===== src/rtl/conv2d_engine.sv =====
// conv2d_engine: K x K signed-kernel 2-D convolution of an N x N unsigned image read from a source BRAM.
// Define CONV2D_CLAMP_EN to saturate the normalised result to [0, 2^DW-1]; otherwise the low DW bits are kept.
module conv2d_engine #(
  parameter int N      = 20,
  parameter int K      = 3,
  parameter int DW     = 8,
  parameter int CW     = 4,
  parameter int RD_LAT = 1,
  parameter int SAW    = 15,
  parameter int DAW    = 14
) (
  input  logic                 clk,
  input  logic                 rst,
  input  logic                 start,
  output logic                 busy,
  output logic                 done,
  input  logic                 coef_we,
  input  logic [5:0]           coef_idx,
  input  logic signed [CW-1:0] coef_data,
  input  logic [3:0]           norm_shift,
  output logic                 src_en,
  output logic [SAW-1:0]       src_addr,
  input  logic [DW-1:0]        src_data,
  output logic                 dst_we,
  output logic [DAW-1:0]       dst_addr,
  output logic [DW-1:0]        dst_data
);

  localparam int KK = K * K;
  localparam int NO = N - K + 1;
  localparam int TW = (KK > 1) ? $clog2(KK) : 1;
  localparam int RW = (K > 1) ? $clog2(K) : 1;
  localparam int OW = (NO > 1) ? $clog2(NO) : 1;
  localparam int AW = DW + 1 + CW + $clog2(KK);
  localparam logic signed [AW-1:0] MAXV = AW'((1 << DW) - 1);

  typedef enum logic [2:0] {S_IDLE, S_FETCH, S_DRAIN, S_WRITE, S_DONE} state_t;

  state_t                r_state;
  logic signed [CW-1:0]  r_coef [KK];
  logic [3:0]            r_shift;
  logic [OW-1:0]         r_orow, r_ocol;
  logic [RW-1:0]         r_kr, r_kc;
  logic [TW-1:0]         r_tap;
  logic [1:0]            r_dcnt;
  logic signed [AW-1:0]  r_acc;
  logic                  r_pv [RD_LAT];
  logic [TW-1:0]         r_pt [RD_LAT];

  logic signed [AW-1:0]  w_cext, w_dext, w_acc_next, w_shifted;
  logic [DW-1:0]         w_norm;
  logic [RW-1:0]         w_kr_n, w_kc_n;
  logic [OW-1:0]         w_nrow, w_ncol;
  logic                  w_last_tap, w_last_pix;

  function automatic logic [SAW-1:0] f_src(input logic [OW-1:0] orow, input logic [OW-1:0] ocol,
                                           input logic [RW-1:0] kr, input logic [RW-1:0] kc);
    return SAW'((32'(orow) + 32'(kr)) * N + 32'(ocol) + 32'(kc));
  endfunction

  // Tap index travels alongside the read so returning data meets its own coefficient.
  always_ff @(posedge clk or posedge rst) begin
    if (rst) begin
      for (int unsigned i = 0; i < RD_LAT; i++) begin
        r_pv[i] <= 1'b0;
        r_pt[i] <= '0;
      end
    end else begin
      r_pv[0] <= src_en;
      r_pt[0] <= r_tap;
      for (int unsigned i = 1; i < RD_LAT; i++) begin
        r_pv[i] <= r_pv[i-1];
        r_pt[i] <= r_pt[i-1];
      end
    end
  end

  always_comb begin
    w_cext     = AW'(r_coef[r_pt[RD_LAT-1]]);
    w_dext     = AW'({1'b0, src_data});
    w_acc_next = r_pv[RD_LAT-1] ? (r_acc + w_cext * w_dext) : r_acc;
    w_shifted  = w_acc_next >>> r_shift;
`ifdef CONV2D_CLAMP_EN
    if (w_shifted < 0)         w_norm = '0;
    else if (w_shifted > MAXV) w_norm = '1;
    else                       w_norm = w_shifted[DW-1:0];
`else
    w_norm = DW'(w_shifted);
`endif
    w_last_tap = (r_kr == RW'(K - 1)) && (r_kc == RW'(K - 1));
    w_kc_n     = (r_kc == RW'(K - 1)) ? '0 : r_kc + 1'b1;
    w_kr_n     = (r_kc == RW'(K - 1)) ? r_kr + 1'b1 : r_kr;
    w_ncol     = (r_ocol == OW'(NO - 1)) ? '0 : r_ocol + 1'b1;
    w_nrow     = (r_ocol == OW'(NO - 1)) ? r_orow + 1'b1 : r_orow;
    w_last_pix = (r_ocol == OW'(NO - 1)) && (r_orow == OW'(NO - 1));
  end

  // dst_data is registered on the last DRAIN edge, so it is taken from w_acc_next which already holds the final tap.
  always_ff @(posedge clk or posedge rst) begin
    if (rst) begin
      r_state  <= S_IDLE;
      busy     <= 1'b0;
      done     <= 1'b0;
      src_en   <= 1'b0;
      src_addr <= '0;
      dst_we   <= 1'b0;
      dst_addr <= '0;
      dst_data <= '0;
      r_shift  <= '0;
      r_orow   <= '0;
      r_ocol   <= '0;
      r_kr     <= '0;
      r_kc     <= '0;
      r_tap    <= '0;
      r_dcnt   <= '0;
      r_acc    <= '0;
      for (int unsigned i = 0; i < KK; i++) r_coef[i] <= CW'(1);
    end else begin
      r_acc  <= w_acc_next;
      dst_we <= 1'b0;
      done   <= 1'b0;
      case (r_state)
        S_IDLE: begin
          if (coef_we && (32'(coef_idx) < KK)) r_coef[coef_idx[TW-1:0]] <= coef_data;
          if (start) begin
            r_shift  <= norm_shift;
            r_orow   <= '0;
            r_ocol   <= '0;
            r_kr     <= '0;
            r_kc     <= '0;
            r_tap    <= '0;
            r_acc    <= '0;
            busy     <= 1'b1;
            src_en   <= 1'b1;
            src_addr <= '0;
            r_state  <= S_FETCH;
          end
        end
        S_FETCH: begin
          if (w_last_tap) begin
            src_en  <= 1'b0;
            r_dcnt  <= '0;
            r_state <= S_DRAIN;
          end else begin
            r_kr     <= w_kr_n;
            r_kc     <= w_kc_n;
            r_tap    <= r_tap + 1'b1;
            src_addr <= f_src(r_orow, r_ocol, w_kr_n, w_kc_n);
          end
        end
        S_DRAIN: begin
          if (r_dcnt == 2'(RD_LAT - 1)) begin
            dst_we   <= 1'b1;
            dst_addr <= DAW'(32'(r_orow) * NO + 32'(r_ocol));
            dst_data <= w_norm;
            r_state  <= S_WRITE;
          end else begin
            r_dcnt <= r_dcnt + 1'b1;
          end
        end
        S_WRITE: begin
          r_orow <= w_nrow;
          r_ocol <= w_ncol;
          if (w_last_pix) begin
            done    <= 1'b1;
            busy    <= 1'b0;
            r_state <= S_DONE;
          end else begin
            r_kr     <= '0;
            r_kc     <= '0;
            r_tap    <= '0;
            r_acc    <= '0;
            src_en   <= 1'b1;
            src_addr <= f_src(w_nrow, w_ncol, '0, '0);
            r_state  <= S_FETCH;
          end
        end
        S_DONE:  r_state <= S_IDLE;
        default: r_state <= S_IDLE;
      endcase
    end
  end

endmodule


===== config.mk =====
export PLATFORM = sky130hd
export DESIGN_NAME = conv2d_engine
export DESIGN_NICKNAME = d
export VERILOG_FILES = /design/src/rtl/conv2d_engine.sv
export SDC_FILE = /design/constraint.sdc
export NUM_CORES = 1
export LEC_CHECK = 0
export ABC_CLOCK_PERIOD_IN_PS = 5500
export BUFFER_PORTS_ARGS = -buffer_cell sky130_fd_sc_hd__buf_2
export CAP_MARGIN = 20
export CORE_UTILIZATION = 56
export DETAILED_ROUTE_END_ITERATION = 8
export MAX_ROUTING_LAYER = met4
export PLACE_DENSITY_LB_ADDON = 0.12
export SLEW_MARGIN = 20
export SYNTH_ARGS = -nofsm -noshare
export SYNTH_HDL_FRONTEND = slang
export SYNTH_SLANG_ARGS = --single-unit

===== constraint.sdc =====
create_clock -name clk -period 5.5 [get_ports clk]
set_input_delay 0 -clock clk [delete_from_list [all_inputs] [get_ports clk]]
set_output_delay 0 -clock clk [all_outputs]
set_load 0.02 [all_outputs]

**Word level (Yosys, flattened, before mapping)**

Index checks and enable logic that the tools add are counted.
Widths: inputs -> output; s select.

- $add $sub $neg: 12
- $mul: 4
- Order comparisons: 4
- Equality and inequality tests: 14
- Shift-type cells: 1
- Multiplexer cells: 49
- Bitwise logic cells: 2
- Reductions and logical operators: 18

Operators by type and width:

| cell | count |
|---|---|
| $mux 17 | 3 |
| $mux 15 | 3 |
| $pmux 15 s3 | 1 |
| $bwmux 36 | 1 |
| $pmux 17 s2 | 1 |
| $mux 4 | 6 |
| $add 10x5->11 | 2 |
| $pmux 5 s2 | 2 |
| $add 17x13->17 | 1 |
| $sshr 17x4->8 | 1 |
| $bmux 4 s4 | 1 |
| $demux 4 s4 | 1 |
| $mux 2 | 8 |
| $mux 5 | 3 |
| $ne 2x2->1 const B | 7 |
| $add 12x2->13 | 1 |
| $mul 4x9->13 | 1 |
| $add 11x5->12 | 1 |
| $mux 3 | 4 |
| $pmux 2 s3 | 2 |
| $pmux 3 s4 | 1 |
| $pmux 4 s3 | 1 |
| $add 5x1->5 const B | 2 |
| $eq 5x5->1 const B | 2 |
| other kinds (25) | 48 |

- Register bits: 126
- Input port bits: 26
- Output and inout bits: 41
- Word-level logic and storage cells: 131

**Depth between registers and ports, before layout**

- Depth after elaboration: 9
- Mapped depth: 24
- Gate-level depth less buffers: 21

**Least setup slack after synthesis**

No wires, ideal clock.

- Path type: register to register
- Start: register r_pt[0] (netlist bit)
- End: register dst_data[3]
- Setup time: 0.123 ns
- Arrival time: 5.627 ns
- Required time: 5.377 ns
- Path slack: -0.250 ns
- Stages on the path, launching flop included: 22
- Buffers on the path: 2
- Clock period less this slack: 5.750 ns
- Cells stage by stage: dfrtp_1 > buf_6 > mux4_1 > mux2i_1 > o21ai_0 > and2_1 > fa_1 > fa_1 > inv_1 > fa_1 > inv_1 > ha_1 > clkbuf_1 > and2_1 > a311o_1 > o21ai_1 > a211oi_1 > nor3_1 > mux2i_1 > mux4_2 > or3_1 > o221a_2

- Longest elaborated chain between the ends: 8

RTL lines:

| what | RTL line | text |
|---|---|---|
| start: declaration | 48 | `logic [TW-1:0] r_pt [RD_LAT];` |
| start signal: indexed assignment | 73 | `r_pt[i] <= r_pt[i-1];` |
| $not 4->5 (not written as such) | 79 | `w_cext = AW'(r_coef[r_pt[RD_LAT-1]]);` |
| $bmux 4 s4 | 79 |  |
| $mux 4 (not written as such) (2 in a row) | 79 |  |
| $mul 4x9->13 | 81 | `w_acc_next = r_pv[RD_LAT-1] ? (r_acc + w_cext * w_dext) : r_acc;` |
| $add 17x13->17 | 81 |  |
| $mux 17 | 81 |  |
| $sshr 17x4->8 | 82 | `w_shifted = w_acc_next >>> r_shift;` |
| end signal: assignment | 155 | `dst_data <= w_norm;` |
| end: declaration | 26 | `output logic [DW-1:0] dst_data` |

Every way passes these cells. The select of a mux whose other input is x is not followed.
A chain may end at the register's enable or synchronous reset.

**Worst setup path after layout**

- Start: register r_pt[0] (netlist bit)
- End: register dst_data[5]

Same word-level chain as after synthesis.

==> results.md <==
| Group | Quantity | Reported |
|:---|:---|:---|
| run | Max_cap viols | 0 |
| power | Static Leak | 5.42 nW |
| routing | Overall routed net length | 21.5 mm |
| power | Switching part of the total power | 22.8% |
| routing | Violation count after the first detailed-route iteration | 465 |
| routing | Number of detailed-routing iterations run before antenna repair | 5 |
| clocking | Maximum clock insertion buffer count | 2 |
| yosys | Top cell type's share of synthesized area | 30.6% |
| clocking | Depth of the CTS H-tree | 4 |
| finish | Share of final-layout standard cells stronger than drive strength 1 | 28.3% |
| placed design | Count of input and output buffers | 60 |
| global routing | First-pass GRT wire length | 36.0 mm |
| routing | Met2 routed wirelength | 10.4 mm |
| yosys | Post-synthesis register bit count | 120 |
| finish | Net count of the finished layout | 1,180 |
| power | Comb power frac | 4.1% |
| worst setup path | Reg2reg setup slack | -0.07 ns |
| timing | Final Setup Violations | 5 |
| routing | Wire length per cell after detailed routing | 16.9 microns |
| yosys | Mapped Cells | 923 |
| timing | Share of the cycle needed by the critical path after routing | 101% |
| power | Final Total Pwr | 0.00218 W |
| global routing | Antenna violations before repair | 0 |
| global routing | Via count of the first global-routing pass | 7,233 |
| yosys | Mapped Avg Cell Area | 9.84 sq um |
| finish | Antenna fix cells | 0 |
| clocking | Number of buffers added by the clock tree synthesis step | 17 |
| worst setup path | R2R Path End | dst_data[5] |
| power | Maximum VDD drop | 0.000219 V |
| timing | Least setup slack across all paths after layout | -0.0692 ns |
| yosys | Synth Cell Area | 0.00908 sq mm |
| hold path | Worst hold stages | 3 |
| global routing | Total global routing track utilization | 28.8% |
| hold path | Terminating pin of the worst hold path | r_coef[1] |
| hold path | HP Class | primary input to flop |
| yosys | Sequential fraction of the synthesis area | 33.2% |
| yosys | Cell taking the most area after synthesis | sky130_fd_sc_hd__dfrtp_1 |
| timing | Number of endpoints with negative hold slack in the final report | 0 |
| global routing | Overall overflow remaining after global route | 0 |
| timing | RSZ-0062 raised after global routing | true |
| placed design | Detailed placer's ending HPWL | 15.5 mm |
| clocking | Clock slew seen by the registers of the worst setup and hold paths | 0.06 ns |
| yosys | Async SR Flop Fraction | 100% |
| clocking | Master cell of the clock root buffer | sky130_fd_sc_hd__clkbuf_16 |
| clocking | CTS tree | done |
| clocking | Later-pin clock latency in the skew report | 0.42 ns |
| yosys | Synth unique cells | 75 |
| routing | Avg Vias per Cell | 5.68 |
| routing | Antenna viol nets, final | 0 |
| yosys | Synthesis Warnings | 0 |
| timing | Number of pins exceeding their max-slew limit in the final report | 0 |
| floorplanning | Overall die area | 0.0167 sq mm |
| yosys | Dominant cells by area after synthesis | sky130_fd_sc_hd__dfrtp_1 31%, sky130_fd_sc_hd__ha_1 11%, sky130_fd_sc_hd__fa_1 6.6% |
| routing | Residual DRC count | 0 |
| worst setup path | Worst Path Required | 5.81 ns |
| worst setup path | Data arrival, critical path | 5.87 ns |
| placed design | Placer Congestion | 0.883 |
| finish | Number of fillers in the final layout | 1,220 |
| floorplanning | Die Wd | 129 microns |
| clocking | Number of sinks driven by the clock tree | 120 |
| worst setup path | Maximum net fanout on the critical path | 6 |
| finish | Most common cell after layout, fill and taps aside | sky130_fd_sc_hd__dfrtp_1 |
| floorplanning | Starting density of the core | 57.2% |
| power | Net switching power figure | 0.000497 W |
| outcome | Violated checks | negative setup slack |
| timing | Slew margin rel. | 29.0% |
| timing | Max Clock Freq | 180 MHz |
| power | Seq pwr share | 41.5% |
| worst setup path | Startpoint class of the critical path | flop |
| floorplanning | DIE HEIGHT | 129 microns |
| power | Clock power share | 54.4% |
| hold path | Hold path startpoint | coef_idx[2] |
| finish | Highest-count cells in the layout ignoring fill and taps | 111 x sky130_fd_sc_hd__dfrtp_1, 80 x sky130_fd_sc_hd__nor2_1, 73 x sky130_fd_sc_hd__nand2_1 |
| finish | Synthesis-to-layout area growth | 22.1% |
| routing | Via count | 7,246 |
| timing | Total Negative Setup Slacks | -0.229 ns |
| floorplanning | Area of the core | 0.0159 sq mm |
| routing | Highest metal layer with signal wires | met4 |
| global routing | Pin count of the biggest net entering global routing | 70 |
| power | Pwr per Cell Area | 196 mW/mm^2 |
| yosys | EDFF count, synth | 0 |
| routing | Detailed-route wire length on metal 1 | 9.73 mm |
| outcome | Result of the run | finished, violations left |
| timing | Clk_skew | 0.0131 ns |
| routing | Routed wire length on met3 | 865 microns |
| power | Internal cell power | 0.00168 W |
| floorplanning | Total I/O pin count | 67 |
| worst setup path | Type of destination of the critical path | flop |
| worst setup path | WS Path Type | flop to flop |
| yosys | Commonest register cell after synthesis | sky130_fd_sc_hd__dfrtp_1 |
| timing | Actual transition at the worst max-transition pin | 1.07 ns |
| worst setup path | Beginning of the worst register-to-register path | r_pt[0] |
| floorplanning | Row count | 46 |
| worst setup path | Number of cells on the worst reg-to-reg path | 20 |
| timing | Period minus WS final | 5.57 ns |
worst max-delay path: stages (launching register included):
cell and delay, ns:
sky130_fd_sc_hd__dfrtp_1 0.36, sky130_fd_sc_hd__buf_4 0.13, sky130_fd_sc_hd__mux4_1 0.54, sky130_fd_sc_hd__mux2i_1 0.20, sky130_fd_sc_hd__o21ai_2 0.14, sky130_fd_sc_hd__buf_4 0.16
sky130_fd_sc_hd__and2_1 0.15, sky130_fd_sc_hd__ha_1 0.29, sky130_fd_sc_hd__fa_1 0.55, sky130_fd_sc_hd__inv_2 0.05, sky130_fd_sc_hd__fa_1 0.54, sky130_fd_sc_hd__inv_1 0.07
sky130_fd_sc_hd__ha_4 0.31, sky130_fd_sc_hd__nand4_1 0.16, sky130_fd_sc_hd__a211o_1 0.31, sky130_fd_sc_hd__and4_1 0.17, sky130_fd_sc_hd__or3_4 0.40, sky130_fd_sc_hd__and2_4 0.19
sky130_fd_sc_hd__a211o_1 0.26, sky130_fd_sc_hd__a31o_1 0.21, sky130_fd_sc_hd__a221o_1 0.29
Yosys cell counts (7+ instances only):
master,number
sky130_fd_sc_hd__xor2_1,17
sky130_fd_sc_hd__o211ai_1,7
sky130_fd_sc_hd__fa_1,30
sky130_fd_sc_hd__buf_2,7
sky130_fd_sc_hd__and3_1,7
sky130_fd_sc_hd__nor2_1,81
sky130_fd_sc_hd__nand3_1,16
sky130_fd_sc_hd__nor3_1,11
sky130_fd_sc_hd__a221oi_1,7
sky130_fd_sc_hd__and2_1,26
sky130_fd_sc_hd__inv_1,73
sky130_fd_sc_hd__mux4_2,9
sky130_fd_sc_hd__nand2b_1,11
sky130_fd_sc_hd__a22o_1,8
sky130_fd_sc_hd__a21oi_1,46
sky130_fd_sc_hd__nor3b_1,7
sky130_fd_sc_hd__nand2_1,73
sky130_fd_sc_hd__dfrtp_1,111
sky130_fd_sc_hd__a21o_1,14
sky130_fd_sc_hd__clkbuf_1,26
sky130_fd_sc_hd__nor2b_1,12
sky130_fd_sc_hd__xnor2_1,30
sky130_fd_sc_hd__mux2_2,41
sky130_fd_sc_hd__ha_1,77
sky130_fd_sc_hd__mux2i_1,25
sky130_fd_sc_hd__dfstp_2,9
sky130_fd_sc_hd__o21ai_0,34
per-layer routing:
metal	track usage [%]	vias up
li1	-	3485
met1	37.7	3553
met2	45.9	171
met3	4.75	37
met4	9.20	0
met5	-	-
cell type report:
| class | instances | area [sq um] | area share, % |
|---|---|---|---|
| clock buffer | 17 | 425 | 3.84 |
| clock inverter | 14 | 199 | 1.79 |
| inverter | 75 | 284 | 2.56 |
| multi-input combinational | 690 | 5930 | 53.5 |
| sequential | 120 | 3010 | 27.2 |
| tap | 216 | 270 | 2.44 |
| timing repair buffer | 143 | 963 | 8.69 |
through the flow:
stage	hold WS, ns	util [%]	std cells	setup WS, ns	instance area, sq um
2_1_floorplan	0.117	-	928	-0.00448	9160
3_3_place_gp	0.135	62.6	1218	-0.271	9950
3_5_place_dp	0.143	62.6	1218	-0.383	9950
4_1_cts	0.0669	69.0	1273	-0.0652	11000
5_1_grt	0.0858	69.8	1275	-0.362	11100
6_report	0.0716	69.8	1275	-0.0692	11100
how the worst max path moves through the flow:
| stage | start | end | slack, ns | depth (start not counted) |
|---|---|---|---|---|
| 2_1_floorplan | r_pt[0] | dst_data[3] | -0.004 | 20 |
| 3_3_place_gp | r_pt[0] | dst_data[7] | -0.27 | 20 |
| 3_5_place_dp | r_pt[0] | dst_data[5] | -0.38 | 20 |
| 4_1_cts | r_pt[0] | dst_data[3] | -0.07 | 21 |
| 5_1_grt | r_pt[0] | dst_data[5] | -0.36 | 20 |
| 6_report | r_pt[0] | dst_data[5] | -0.07 | 20 |
sequential cells by signal (all words and copies together) (netlist names):
name,flops
r_tap,4
r_coef,36
src_en,1
r_shift,4
r_acc,17
r_kc,2
dst_we,1
dst_data,8
r_ocol,5
r_pt,4
r_dcnt,2
dst_addr,11
done,1
r_pv,1
src_addr,12
busy,1
r_kr,2
r_state,3
r_orow,5
logic make-up after synthesis:
group	synth area share, %
muxes	11.8
other	0.0413
AOI/OAI and AO/OA	12.9
DFF	33.2
adders and majority gates	17.2
buffers and inverters	5.39
xor gates and xnor gates	4.53
and+or+nand+nor	14.9
power by group through the flow:
stage / sequential [W] / clock, W / combinational (W)
final: 0.000903 / 0.00118 / 0.0000895
after global routing: 0.000903 / 0.00124 / 0.000101
after CTS: 0.000902 / 0.00120 / 0.0000899
after detailed placement: 0.000917 / 0 / 0.0000833
after global placement: 0.000917 / 0 / 0.0000831
after floorplan: 0.000913 / 0 / 0.0000558
timing repair:
item,CTS,global route
hold endpoints to repair,92,0
gates resized for setup,42,24
hold buffers,10,0
setup endpoints to repair,8,8
setup buffers,14,2
pin swaps,46,6
Note: power is estimated with default switching activity, not from simulation.
